### src/rtl/spi_pkg.sv
// rtl/spi_pkg.sv - shared constants for the SPI responder: register addresses, status bit layout, TX idle fill
package spi_pkg;

   // Register map: one control/status register and one data register
   localparam logic ADDR_CTL  = 1'b0;
   localparam logic ADDR_DATA = 1'b1;

   // Status register bit positions
   localparam int RX_VALID  = 0;
   localparam int TX_EMPTY  = 1;
   localparam int OVERRUN   = 2;
   localparam int SS_ACTIVE = 3;
   localparam int IRQ_EN_RX = 4;
   localparam int IRQ_EN_TX = 5;
   localparam int BUSY      = 7;

   // Byte shifted out when the CPU has not supplied one in time
   localparam logic [7:0] TX_IDLE = 8'h00;

endpackage

### src/rtl/spi_sync.sv
// rtl/spi_sync.sv - multi-flop synchronizer bringing one asynchronous SPI pin into the i_clk domain
module spi_sync #(
   parameter int STAGES = 2
) (
   input  logic i_clk,
   input  logic i_reset,
   input  logic d,
   output logic q
);

   logic [STAGES-1:0] chain;

   // Shift the pin through STAGES flops; only the last flop is used downstream
   always_ff @(posedge i_clk) begin
      if (i_reset) begin
         chain <= '0;
      end else begin
         chain <= {chain[STAGES-2:0], d};
      end
   end

   assign q = chain[STAGES-1];

endmodule

### src/rtl/spi_slave.sv
// rtl/spi_slave.sv - mode-0 SPI responder with RX holding and TX buffer registers; SPI_SLAVE_IRQ_EN adds o_irq and irq enables
module spi_slave
   import spi_pkg::*;
#(
   parameter int SYNC_STAGES = 2
) (
   input  logic       i_clk,
   input  logic       i_reset,
   input  logic       i_addr,
   input  logic       i_cs,
   input  logic       i_we,
   input  logic [7:0] i_dat,
   output logic [7:0] o_dat,
   input  logic       i_sck,
   input  logic       i_ss,
   input  logic       i_mosi,
   output logic       o_miso
`ifdef SPI_SLAVE_IRQ_EN
   ,
   output logic       o_irq
`endif
);

   logic       sck_s, ss_s, mosi_s;
   logic       sck_prev, ss_prev;
   logic       sck_rise, sck_fall, ss_rise, ss_fall;
   logic       ss_active;

   logic [7:0] shreg;
   logic       mosi_bit;
   logic [2:0] bit_cnt;

   logic [7:0] rx_data;
   logic       rx_valid;
   logic       overrun;
   logic [7:0] tx_buf;
   logic       tx_empty;
   logic       en_rx, en_tx;

   logic       rd_data, wr_ctl, wr_data;
   logic       ss_edge, load, shift_in, byte_done;
   logic [7:0] load_val, rx_byte, status;

   spi_sync #(.STAGES(SYNC_STAGES)) u_sync_sck (
      .i_clk   (i_clk),
      .i_reset (i_reset),
      .d       (i_sck),
      .q       (sck_s)
   );

   spi_sync #(.STAGES(SYNC_STAGES)) u_sync_ss (
      .i_clk   (i_clk),
      .i_reset (i_reset),
      .d       (i_ss),
      .q       (ss_s)
   );

   spi_sync #(.STAGES(SYNC_STAGES)) u_sync_mosi (
      .i_clk   (i_clk),
      .i_reset (i_reset),
      .d       (i_mosi),
      .q       (mosi_s)
   );

   assign ss_active = ss_s;

   // Registered single-cycle edge pulses from the synchronized SCK and SS
   always_ff @(posedge i_clk) begin
      if (i_reset) begin
         sck_prev <= 1'b0;
         ss_prev  <= 1'b0;
         sck_rise <= 1'b0;
         sck_fall <= 1'b0;
         ss_rise  <= 1'b0;
         ss_fall  <= 1'b0;
      end else begin
         sck_prev <= sck_s;
         ss_prev  <= ss_s;
         sck_rise <= sck_s & ~sck_prev;
         sck_fall <= ~sck_s & sck_prev;
         ss_rise  <= ss_s & ~ss_prev;
         ss_fall  <= ~ss_s & ss_prev;
      end
   end

   // Decode bus strobes and shift-engine events; SS edges take precedence over SCK edges
   always_comb begin
      rd_data   = i_cs && !i_we && (i_addr == ADDR_DATA);
      wr_ctl    = i_cs && i_we && (i_addr == ADDR_CTL);
      wr_data   = i_cs && i_we && (i_addr == ADDR_DATA);
      ss_edge   = ss_rise | ss_fall;
      load      = ss_rise | (!ss_edge && ss_active && sck_fall && (bit_cnt == 3'd0));
      shift_in  = !ss_edge && ss_active && sck_rise;
      byte_done = shift_in && (bit_cnt == 3'd7);
      load_val  = tx_empty ? TX_IDLE : tx_buf;
      // The bit sampled on this rise has not entered shreg yet, so append it here
      rx_byte   = {shreg[6:0], mosi_s};
   end

   // Shift engine: sample MOSI on SCK rise, shift it in (or reload) on the following fall
   always_ff @(posedge i_clk) begin
      if (i_reset) begin
         shreg    <= 8'h00;
         mosi_bit <= 1'b0;
         bit_cnt  <= 3'd0;
      end else if (ss_edge) begin
         bit_cnt <= 3'd0;
         if (ss_rise) begin
            shreg <= load_val;
         end
      end else if (ss_active) begin
         if (sck_rise) begin
            mosi_bit <= mosi_s;
            bit_cnt  <= bit_cnt + 3'd1;
         end else if (sck_fall) begin
            if (bit_cnt == 3'd0) begin
               shreg <= load_val;
            end else begin
               shreg <= {shreg[6:0], mosi_bit};
            end
         end
      end
   end

   // TX buffer: a load consumes the pre-write contents, a same-cycle write stays buffered
   always_ff @(posedge i_clk) begin
      if (i_reset) begin
         tx_buf   <= 8'h00;
         tx_empty <= 1'b1;
      end else begin
         if (load && !tx_empty) begin
            tx_empty <= 1'b1;
         end
         if (wr_data) begin
            tx_buf   <= i_dat;
            tx_empty <= 1'b0;
         end
      end
   end

   // RX holding register: a data read in the same cycle as byte completion frees the slot
   always_ff @(posedge i_clk) begin
      if (i_reset) begin
         rx_data  <= 8'h00;
         rx_valid <= 1'b0;
         overrun  <= 1'b0;
      end else begin
         if (wr_ctl && i_dat[OVERRUN]) begin
            overrun <= 1'b0;
         end
         if (byte_done) begin
            if (!rx_valid || rd_data) begin
               rx_data  <= rx_byte;
               rx_valid <= 1'b1;
            end else begin
               overrun <= 1'b1;
            end
         end else if (rd_data) begin
            rx_valid <= 1'b0;
         end
      end
   end

`ifdef SPI_SLAVE_IRQ_EN
   // Interrupt enables live in the control register; o_irq is a registered OR of enabled sources
   always_ff @(posedge i_clk) begin
      if (i_reset) begin
         en_rx <= 1'b0;
         en_tx <= 1'b0;
         o_irq <= 1'b0;
      end else begin
         if (wr_ctl) begin
            en_rx <= i_dat[IRQ_EN_RX];
            en_tx <= i_dat[IRQ_EN_TX];
         end
         o_irq <= (rx_valid & en_rx) | (tx_empty & en_tx) | overrun;
      end
   end
`else
   assign en_rx = 1'b0;
   assign en_tx = 1'b0;
`endif

   // Register read mux: status layout assembled from the live flags
   always_comb begin
      status            = 8'h00;
      status[RX_VALID]  = rx_valid;
      status[TX_EMPTY]  = tx_empty;
      status[OVERRUN]   = overrun;
      status[SS_ACTIVE] = ss_active;
      status[IRQ_EN_RX] = en_rx;
      status[IRQ_EN_TX] = en_tx;
      status[BUSY]      = (bit_cnt != 3'd0);
      o_dat             = (i_addr == ADDR_DATA) ? rx_data : status;
   end

   assign o_miso = ss_active & shreg[7];

endmodule

### config.mk
export PLATFORM = sky130hd
export DESIGN_NAME = spi_slave
export DESIGN_NICKNAME = d
export VERILOG_FILES = /design/src/rtl/spi_pkg.sv /design/src/rtl/spi_sync.sv /design/src/rtl/spi_slave.sv
export SDC_FILE = /design/constraint.sdc
export NUM_CORES = 1
export LEC_CHECK = 0
export BUFFER_PORTS_ARGS = -buffer_cell sky130_fd_sc_hd__buf_2
export CAP_MARGIN = 20
export CORE_UTILIZATION = 50
export DETAILED_ROUTE_END_ITERATION = 8
export PLACE_DENSITY = 0.69
export SLEW_MARGIN = 20
export SYNTH_ARGS = -nofsm -noshare
export SYNTH_HDL_FRONTEND = slang
export SYNTH_SLANG_ARGS = --single-unit
### constraint.sdc
create_clock -name i_clk -period 2.45 [get_ports i_clk]
set_clock_uncertainty 0.05 [all_clocks]
set_input_delay 0.1225 -clock i_clk [delete_from_list [all_inputs] [get_ports i_clk]]
set_output_delay 0.1225 -clock i_clk [all_outputs]
set_load 0.01 [all_outputs]
# [Word level (Yosys, flattened, before mapping)]
# Cells that the tools add are included.
[word_totals] regBits=43 in_bits=16 out_inout_bits=9 wordCells=80
[op_classes] add_sub_neg=1 eq_ne=4 mux=16 bitwise=13 n_reduce_logical=29
[ops] operator="two-way mux 8 bit" count=8
[ops] operator="logical AND 1 bit" count=12
[ops] operator="two-way mux 1 bit" count=8
[ops] operator="nonzero test 2 bit" count=4
[ops] operator="inverter 1 bit" count=6
[ops] operator="AND reduction 2 bit" count=3
[ops] operator="bitwise AND 1 bit" count=5
[ops] operator="logical NOT 1 bit" count=4
[ops] operator="!= test 2 x 1 -> 1 bit (second input constant)" count=2
[ops] operator="AND reduction 4 bit" count=1
[ops] operator="adder 3 x 1 -> 3 bit (second input constant)" count=1
[ops] operator="equality test 3 bit (second input constant)" count=1
[ops] operator="logical NOT 3 bit" count=1
[ops] operator="AND reduction 3 bit" count=1
[ops] operator="nonzero test 3 bit" count=1
[ops] operator="!= test 2 bit (second input constant)" count=1
[ops] operator="bitwise OR 1 bit" count=2
[ops] operator="OR reduction 2 bit" count=1
[ops] operator="logical OR 1 bit" count=1

# [Depth between registers and ports, before layout]
# Gate-level depths: netlist of run 1.
[logic_depth] ltp_word=9 ltp_mapped=6 ltp_nobuf=5

# [Hierarchy]
# Synthesis of run 1 repeated with hierarchy kept, for this count alone.
[unflattened] hier_cells=200 hier_area_um2=1869.3
[by_module_without_submodules] module="spi_slave" n_inst=1 cells_each=188 area_each_um2=1711.6 seq_area_each_um2=740.7
[by_module_without_submodules] module="spi_sync" n_inst=3 cells_each=4 area_each_um2=52.6 seq_area_each_um2=40.0

# [Least setup slack after synthesis of run 1]
# No wires, ideal clock.
[synth_path] path_kind="register to register" start="register bit_cnt[1]" end="register rx_data[0]" setup_ps=72 arrival_time_ps=1429 t_required_ps=2328 setup_slack_ps=899 path_stages_with_launch=6 path_buffers=0 period_less_slack_ps=1551 cell_sequence="dfxtp_1 > ha_1 > ha_1 > inv_1 > a2111oi_4 > mux2i_1"
[synth_via] elab_chain_len=3
[synth_rtl] item="from (decl)" line="spi_slave.sv:31" source="logic [2:0] bit_cnt;"
[synth_rtl] item="from (signal assigned)" line="spi_slave.sv:114" source="bit_cnt <= bit_cnt + 3'd1;"
[synth_rtl] item="equality test 3 bit" line="spi_slave.sv:94" source="byte_done = shift_in && (bit_cnt == 3'd7);"
[synth_rtl] item="logical AND 1 bit" line="spi_slave.sv:94"
[synth_rtl] item="AND reduction 2 bit (no source line)"
[synth_rtl] item="to (signal assigned)" line="spi_slave.sv:153" source="rx_data <= rx_byte;"
[synth_rtl] item="to (decl)" line="spi_slave.sv:33" source="logic [7:0] rx_data;"
# No other way between the ends.
# A chain may end at the register's enable or synchronous reset.

# [Final worst setup path of run 1]
[layout_path] start="register ss_rise" end="register rx_data[3]"
[layout_via] elab_chain_len=6
[layout_rtl] item="from (decl)" line="spi_slave.sv:26" source="logic sck_rise, sck_fall, ss_rise, ss_fall;"
[layout_rtl] item="from (signal assigned)" line="spi_slave.sv:81" source="ss_rise <= ss_s & ~ss_prev;"
[layout_rtl] item="bitwise OR 1 bit" line="spi_slave.sv:91" source="ss_edge = ss_rise | ss_fall;"
[layout_rtl] item="logical NOT 1 bit" line="spi_slave.sv:93" source="shift_in = !ss_edge && ss_active && sck_rise;"
[layout_rtl] item="logical AND 1 bit (2 in series)" line="spi_slave.sv:93"
[layout_rtl] item="logical AND 1 bit" line="spi_slave.sv:94"
[layout_rtl] item="AND reduction 2 bit (no source line)"
# No other way between the ends.

==> impl_metrics.yaml, run 1 <==
synth:
  synth-seq-cells: 43
  synth_edf_count: 0
  netlist_area_um2: 1869
  ys_warn_count: 0
  async_reset_ff_frac: 0
  synth_top_flop_cell: "dfxtp_1"
  synth_cell_types: 31
  syn_avg_cell_area_um2: 9.300
  seq_area_frac_synth: 0.4605
  synthesis.instances: 201
  syn_nets: 220
grt:
  grt_pass1_wl_um: 6210
  grt_pass1_vias: 1382
  grt_antenna_before_repair: 0
  busiest_layer: "met2"
  overflow: 0
  grt_max_degree: 50
  grt_use_met2: 0.3306
  grt_use_total: 0.2005
  met3_usage: 0.05616
  grt_use_met1: 0.2399
setup_path:
  crit_type: "register to register"
  slowest_stage: "a2111oi_4"
  reg2regPathDepth: 3
  reg2reg_slack_ns: 0.47
  max_stage_delay_ns: 0.74
  critPathMaxFanout: 13
  crit_chain: "or2_1 > a2111oi_4 > mux2i_1"
  worstPathRequired_ns: 2.62
  endpoint_kind: "register"
  cp_data_arrival_time_ns: 2.15
  worstSetupStartpointType: "register"
power_and_ir_drop:
  p_per_area_nw_per_um2: 590.6
  total_power_w: 0.001250
  p_sw_w: 0.0002762
  p_int_w: 0.0009733
  cellLeakagePower_nw: 0.7911
  comb_power_share: 0.061
  clkPwrFrac: 0.355
  ir_drop_mv: 0.3698
  seqPwrFrac: 0.584
  sw_frac_of_total: 0.2211
die:
  die_area_um2: 3987
  fp-row-count: 21
  start_util: 0.5390
  die_y_um: 63.15
  die-width_um: 63.15
  pin_count: 25
  core_area_um2: 3468
cells_and_area:
  multi_input_area_um2: 950.9
  num-fill-cells: 337
  antenna_cells: 0
  area_delta_synth_final_pct: 13.19
  most-common-layout-cells: "dfxtp_1 (43), buf_2 (24), nor2b_1 (19), nand2_1 (19), nand2b_1 (17)"
  layout_commonest_cell: "dfxtp_1"
  drive_gt1_frac: 0.1839
  register_area_um2: 860.8
  nNetsFinal: 242
  stdcell_area_um2: 2116
placement:
  gp_congestion: 0.8234
  post-place-ws_ns: 0.4569
  port_buffers: 24
  dpl_cell_area_um2: 2008
  place_hpwl_um: 2664
cts:
  clkSlewWorstSetupHoldPaths_ns: 0.07
  clock_latency_ns: 0.29
  postCtsSetupBuffers: 0
  root_buffer: "clkbuf_8"
  cts_buffer_depth: 2
  cts_buffers: 5
  clock_sink_count: 43
  htree_levels: 2
  cts_tree: "done"
detailed_routing:
  drc: 0
  dr.first_iter.drc_count: 75
  wl_um: 3598
  num_vias: 1466
  viasPerCell: 5.450
  postRouteAntennaNets: 0
  drt_pre_antenna_iters: 4
  wl_per_cell_um: 13.38
worst_hold_path:
  holdPathStages: 2
  hold_class: "primary input to register"
sta:
  finalCritPeriodShare: 0.8082
  slew_violations: 0
  setup-violations-final: 0
  tns_ns: 0
  max_freq_ghz: 0.5050
  hold-worst-slack_ns: 0.005906
  rsz0062_at_grt: "false"
  slew_headroom: 0.4819
  worst_pin_slew_ns: 0.7771
  fin_crit_ns: 1.980
  hold_viol_final: 0
  worst_slack_ns: 0.4700
status:
  outcome: "completed"
job:
  cap_violations: 0
what timing repair did:
item                                   4_1_cts  5_1_grt
resized for setup                            0        0
hold buffers                                 2        0
endpoints found under the hold margin        2        0
flip-flops by register name (all words and copies together), names as in the netlist, 2 cells and up:
signal             flops
rx_data                8
shreg                  8
tx_buf                 8
bit_cnt                3
u_sync_mosi.chain      2
u_sync_sck.chain       2
u_sync_ss.chain        2
kinds of logic (layout without fill, tap and decap cells):
group                      after synthesis  in the layout  synth area share
AOI/OAI and AO/OA                       31             31            0.1151
xor gates and xnor gates                 1              1          0.004686
adders and majority gates                3              3           0.02008
buffers and inverters                   15             37           0.03079
DFF                                     43             43            0.4605
muxes                                   15             15           0.08367
and+or+nand+nor                         93             93            0.2851
power groups by stage:
stage,sequential (W),clock (W),combinational [W]
2_1_floorplan,0.000740,0,0.0000526
3_3_place_gp,0.000745,0,0.0000712
3_5_place_dp,0.000746,0,0.0000743
4_1_cts,0.000729,0.000457,0.0000771
5_1_grt,0.000732,0.000487,0.0000850
6_report,0.000729,0.000444,0.0000760
final timing paths:
kind                                         to                from
setup reg to reg        rx_data[3]$_SDFFE_PP0P_  ss_rise$_SDFF_PP0_
hold reg to reg              ss_rise$_SDFF_PP0_  ss_prev$_SDFF_PP0_
setup / recovery        rx_data[3]$_SDFFE_PP0P_  ss_rise$_SDFF_PP0_
hold / removal    u_sync_ss.chain[0]$_SDFF_PP0_                i_ss
routing by layer:
layer | vias up | part of all wire
li1 | 736 | -
met1 | 681 | 0.45
met2 | 38 | 0.49
met3 | 11 | 0.035
met4 | 0 | 0.026
met5 | - | 0
cells in the mapped netlist (all sizes together) (5+ instances only):
cell type	instances	area share
nand2b	17	0.057
o21ai	9	0.024
nor3	11	0.029
a311oi	8	0.037
mux2	5	0.030
nor2b	19	0.064
clkbuf	11	0.022
dfxtp	43	0.46
nand3	9	0.024
a21oi	10	0.027
mux2i	10	0.054
nand2	20	0.044
stage by stage:
stage	utilization	cells
6_report	0.6100	269
5_1_grt	0.6100	269
4_1_cts	0.6100	269
3_5_place_dp	0.5790	260
3_3_place_gp	0.5790	260
2_1_floorplan	-	201
area by class of cell:
cell class / instances / share of cell area
clock buffer: 6 / 0.03903
clock inverter: 1 / 0.002365
inverter: 3 / 0.005322
multi-input combinational: 143 / 0.4494
sequential: 43 / 0.4069
tap: 46 / 0.02720
timing repair buffer: 27 / 0.06978
critical path: cells and delay by family (launching register included):
kind               cells  cell delay [ns]
AOI/OAI and AO/OA      1             0.74
DFF                    1             0.43
and+or+nand+nor        1             0.41
muxes                  1             0.27
Power figures use the tool's default switching activity.
==> run 2, diff against run 1 <==
--- a/config.mk
+++ b/config.mk
@@ -9,7 +9,7 @@
 export CAP_MARGIN = 20
 export CORE_UTILIZATION = 50
 export DETAILED_ROUTE_END_ITERATION = 8
-export PLACE_DENSITY = 0.69
+export PLACE_DENSITY = 0.71
 export SLEW_MARGIN = 20
 export SYNTH_ARGS = -nofsm -noshare
 export SYNTH_HDL_FRONTEND = slang
==> constraint.sdc (replaced) <==
create_clock -name i_clk -period 1.7 [get_ports i_clk]
set_clock_uncertainty 0.05 [all_clocks]
set_input_delay 0.085 -clock i_clk [delete_from_list [all_inputs] [get_ports i_clk]]
set_output_delay 0.085 -clock i_clk [all_outputs]
set_load 0.01 [all_outputs]
==> run 2 against run 1 <==
  * Register-to-register slack worse by 0.32 ns
  * Sequential power is 44% higher
  * Clock power is 56% higher
  * Via count is 1.7% higher
  * Final area is 7.3% higher
  * Clock-buffer cell count is 2 higher
  * Largest power group unchanged
  * Highest routed layer unchanged
==> impl_metrics.yaml, run 2 (synthesis results as in run 1) <==
die:
  fp-row-count: 21
  die_y_um: 63.15
  die-width_um: 63.15
  die_area_um2: 3987
  pin_count: 25
  start_util: 0.5390
  core_area_um2: 3468
job:
  cap_violations: 0
setup_path:
  worstSetupStartpointType: "register"
  max_stage_delay_ns: 0.31
  slowest_stage: "dfxtp_1"
  critPathMaxFanout: 10
  cp_data_arrival_time_ns: 1.45
  endpoint_kind: "primary output"
  reg2regPathDepth: 6
  crit_type: "register to primary output"
  crit_chain: "inv_1 > ha_1 > nand2b_4 > mux2_2 > buf_2"
  worstPathRequired_ns: 1.56
sta:
  worst_pin_slew_ns: 0.6182
  slew_headroom: 0.5879
  hold-worst-slack_ns: 0.1160
  finalCritPeriodShare: 0.9316
  rsz0062_at_grt: "false"
  tns_ns: 0
  setup-violations-final: 0
  fin_crit_ns: 1.584
  slew_violations: 0
  max_freq_ghz: 0.6314
  hold_viol_final: 0
placement:
  place_hpwl_um: 2595
  dp.cells: 265
  port_buffers: 24
  gp_congestion: 0.8410
power_and_ir_drop:
  ir_drop_mv: 0.4967
  cellLeakagePower_nw: 0.8626
  p_per_area_nw_per_um2: 827.1
cts:
  clkSlewWorstSetupHoldPaths_ns: 0.07
  htree_levels: 2
  clock_latency_ns: 0.30
  root_buffer: "clkbuf_8"
  cts_tree: "done"
  clock_sink_count: 43
  postCtsSetupBuffers: 0
  cts_buffer_depth: 2
  cts_buffers: 5
detailed_routing:
  drt_pre_antenna_iters: 4
  drc: 0
  num_vias: 1491
  postRouteAntennaNets: 0
  dr.first_iter.drc_count: 83
  wl_um: 3727
  viasPerCell: 5.250
  wl_per_cell_um: 13.12
status:
  outcome: "completed"
worst_hold_path:
  hold_class: "primary input to register"
  holdPathStages: 4
cells_and_area:
  nNetsFinal: 256
  most-common-layout-cells: "dfxtp_1 (43), buf_2 (24), nand2_1 (19)"
  area_delta_synth_final_pct: 21.42
  stdcell_count: 284
  drive_gt1_frac: 0.2017
  reg_top3: "rx_data: 8 flops, shreg: 8 flops, tx_buf: 8 flops"
  num-fill-cells: 293
  antenna_cells: 0
  layout_commonest_cell: "dfxtp_1"
grt:
  grt_antenna_before_repair: 0
  overflow: 0
  grt_max_degree: 42
  grt_pass1_wl_um: 6437
  grt_use_total: 0.2108
  grt_pass1_vias: 1388
## run 2: per-stage QoR
stage	utilization	instance area (um^2)	worst slack (ns)	total power, W
after floorplan	-	1869	0.1488	0.001143
after global placement	0.5898	2046	0.2111	0.001183
after detailed placement	0.5898	2046	0.1257	0.001187
after CTS	0.6512	2258	0.09015	0.001891
after global routing	0.6544	2270	0.02908	0.001968
final	0.6544	2270	0.1163	0.001877
## run 2: repair_timing
action | 4_1_cts | 5_1_grt
pin swaps | 0 | 0
hold endpoints to repair | 11 | 0
hold buffers | 11 | 0
resized for setup | 1 | 3
setup endpoints to repair | 1 | 3
## run 2: worst max-delay path: cells and delay by family, from the launching register on
family	cells	cell delay, ns
fa+ha+maj	1	0.22
buf+inv	2	0.22
flops	1	0.31
mux	1	0.28
simple gates	1	0.12
## run 2: cell type report
class | instances | area (um^2) | share of cell area
multi-input cells | 143 | 960.9 | 0.4234
well taps | 46 | 57.56 | 0.02536
repair buffers | 41 | 279.0 | 0.1229
flip-flops and latches | 43 | 860.8 | 0.3793
inverters | 3 | 11.26 | 0.004961
clock buffers | 8 | 100.1 | 0.04410
## run 2: where the power goes
part / internal (W) / leakage [nW] / switching [W] / total, W
clock: 0.000370 / 0.0515 / 0.000324 / 0.000694
sequential: 0.00103 / 0.349 / 0.0000182 / 0.00105
combinational: 0.0000711 / 0.462 / 0.0000626 / 0.000134
## run 2: per-layer routing
| layer | global-route usage | wire (um) | vias up | part of all wire |
|---|---|---|---|---|
| li1 | - | - | 766 | - |
| met1 | 0.2590 | 1720 | 685 | 0.46 |
| met2 | 0.3427 | 1779 | 32 | 0.48 |
| met3 | 0.04348 | 143 | 8 | 0.038 |
| met4 | 0.1134 | 84 | 0 | 0.023 |
| met5 | 0 | 0 | - | 0 |
## run 2: path summary, 6_finish.rpt
kind / start / endpoint / slack (ns)
setup reg to reg: bit_cnt[1]$_SDFFE_PP0P_ / rx_data[0]$_SDFFE_PP0P_ / 0.15
hold / removal: i_we / overrun$_SDFF_PP0_ / 0.12
setup / recovery: bit_cnt[0]$_SDFFE_PP0P_ / o_dat[7] / 0.12
hold reg to reg: sck_prev$_SDFF_PP0_ / sck_rise$_SDFF_PP0_ / 0.36
==> run 3, diff against run 2 <==
--- a/config.mk
+++ b/config.mk
@@ -5,8 +5,10 @@
 export SDC_FILE = /design/constraint.sdc
 export NUM_CORES = 1
 export LEC_CHECK = 0
+export ABC_CLOCK_PERIOD_IN_PS = 1700
 export BUFFER_PORTS_ARGS = -buffer_cell sky130_fd_sc_hd__buf_2
 export CAP_MARGIN = 20
+export CORE_ASPECT_RATIO = 1.1
 export CORE_UTILIZATION = 50
 export DETAILED_ROUTE_END_ITERATION = 8
 export PLACE_DENSITY = 0.71
==> run 3 against run 2 <==
  * Utilization grew 0.20 points
  * Clock-buffer cell count is 2 lower
  * Sequential cell count is the same
  * Combinational power barely moved
  * Global-route usage increased by 1.3 points
  * Final cell count unchanged
  * Sequential share of layout area is 0.19 points higher
  * Die area about the same
  * Clock power down 1%
  * Final area down 0.50%
  * Fmax decreased by 1.9%
==> impl_metrics.yaml, run 3 (synthesis results as in run 1) <==
detailed_routing:
  wl_per_cell_um: 14.08
  postRouteAntennaNets: 0
  dr.first_iter.drc_count: 74
  num_vias: 1545
  wl_um: 3998
  drc: 0
  viasPerCell: 5.440
  drt_pre_antenna_iters: 4
grt:
  grt_antenna_before_repair: 0
  grt_use_total: 0.2234
  grt_pass1_vias: 1518
  overflow: 0
  grt_max_degree: 50
  grt_pass1_wl_um: 6479
placement:
  dp.cells: 265
  post-place-ws_ns: 0.06596
  port_buffers: 24
  place_hpwl_um: 2699
  gp_congestion: 0.8428
sta:
  fin_crit_ns: 1.615
  slew_headroom: 0.4979
  hold_viol_final: 0
  slew_violations: 0
  setup-violations-final: 0
  max_freq_ghz: 0.6194
  worst_slack_ns: 0.08543
  worst_pin_slew_ns: 0.7532
  hold-worst-slack_ns: 0.02995
  finalCritPeriodShare: 0.9497
status:
  outcome: "completed"
worst_hold_path:
  hold_class: "primary input to register"
job:
  cap_violations: 0
cells_and_area:
  drive_gt1_frac: 0.2076
  nNetsFinal: 254
  reg_top3: "rx_data: 8 flops, shreg: 8 flops, tx_buf: 8 flops"
  layout_commonest_cell: "dfxtp_1"
  stdcell_count: 284
  most-common-layout-cells: "dfxtp_1 (43), buf_2 (24), nand2_1 (19)"
  antenna_cells: 0
  num-fill-cells: 304
  register_area_um2: 860.8
  area_delta_synth_final_pct: 20.82
  multi_input_area_um2: 979.7
setup_path:
  endpoint_kind: "primary output"
  worstSetupStartpointType: "register"
  worstPathRequired_ns: 1.56
  cp_data_arrival_time_ns: 1.48
  critPathMaxFanout: 10
  crit_type: "register to primary output"
power_and_ir_drop:
  total_power_w: 0.001869
  cellLeakagePower_nw: 0.8512
  ir_drop_mv: 0.8401
  p_per_area_nw_per_um2: 827.4
cts:
  htree_levels: 2
  root_buffer: "clkbuf_4"
  cts_buffers: 5
  postCtsSetupBuffers: 0
  cts_buffer_depth: 2
  clkSlewWorstSetupHoldPaths_ns: 0.13
  clock_latency_ns: 0.36
  cts_tree: "done"
  clock_sink_count: 43
die:
  pin_count: 25
  fp-row-count: 22
  die_y_um: 66.13
  die_area_um2: 3988
  core_area_um2: 3441
  start_util: 0.5433
  die-width_um: 60.30
[run 3: path summary, 6_finish.rpt]
path	from	endpoint	slack [ns]	cells past startpoint
setup / recovery	bit_cnt[0]$_SDFFE_PP0P_	o_dat[7]	0.09	5
hold / removal	i_we	overrun$_SDFF_PP0_	0.03	4
setup reg to reg	u_sync_ss.chain[1]$_SDFF_PP0_	shreg[4]$_SDFFE_PP0P_	0.14	4
hold reg to reg	sck_prev$_SDFF_PP0_	sck_rise$_SDFF_PP0_	0.37	1
[run 3: layer usage]
metal	global-route usage	part of all wire	up-vias	wire length, um
li1	-	-	761	-
met1	0.2402	0.41	730	1657
met2	0.3736	0.51	44	2019
met3	0.07241	0.053	10	211
met4	0.1308	0.028	0	110
met5	0	0	-	0
[run 3: worst max-delay path, cell delays in order, from the launching register on]
cell and delay (ns):
dfxtp_1 0.33, inv_1 0.12, ha_4 0.17, nand2b_4 0.10, mux2_2 0.27, buf_2 0.13
[run 3: area by class of cell]
class | instances | share of cell area
clock buffer | 6 | 0.02271
timing repair buffer | 39 | 0.1152
sequential | 43 | 0.3812
tap | 48 | 0.02659
clock inverter | 2 | 0.01551
inverter | 3 | 0.004986
multi-input combinational | 143 | 0.4338
[run 3: report_power, final]
group	switching [W]	internal [W]
combinational	0.0000637	0.0000690
clock	0.000337	0.000348
sequential	0.0000196	0.00103
total	0.000420	0.00145
[run 3: timing repair]
item                                    4_1_cts  5_1_grt
endpoints found under the setup margin        1        8
endpoints found under the hold margin        11        0
pin swaps                                     0        1
resized for setup                             1        5
hold buffers                                 11        0
[run 3: stage by stage]
stage                     setup TNS, ns  area, um^2    util
after global placement                0        2033  0.5909
final                                 0        2258  0.6564
after floorplan                       0        1869       -
after global routing          -0.006961        2258  0.6564
after detailed placement              0        2033  0.5909
after CTS                             0        2232  0.6487
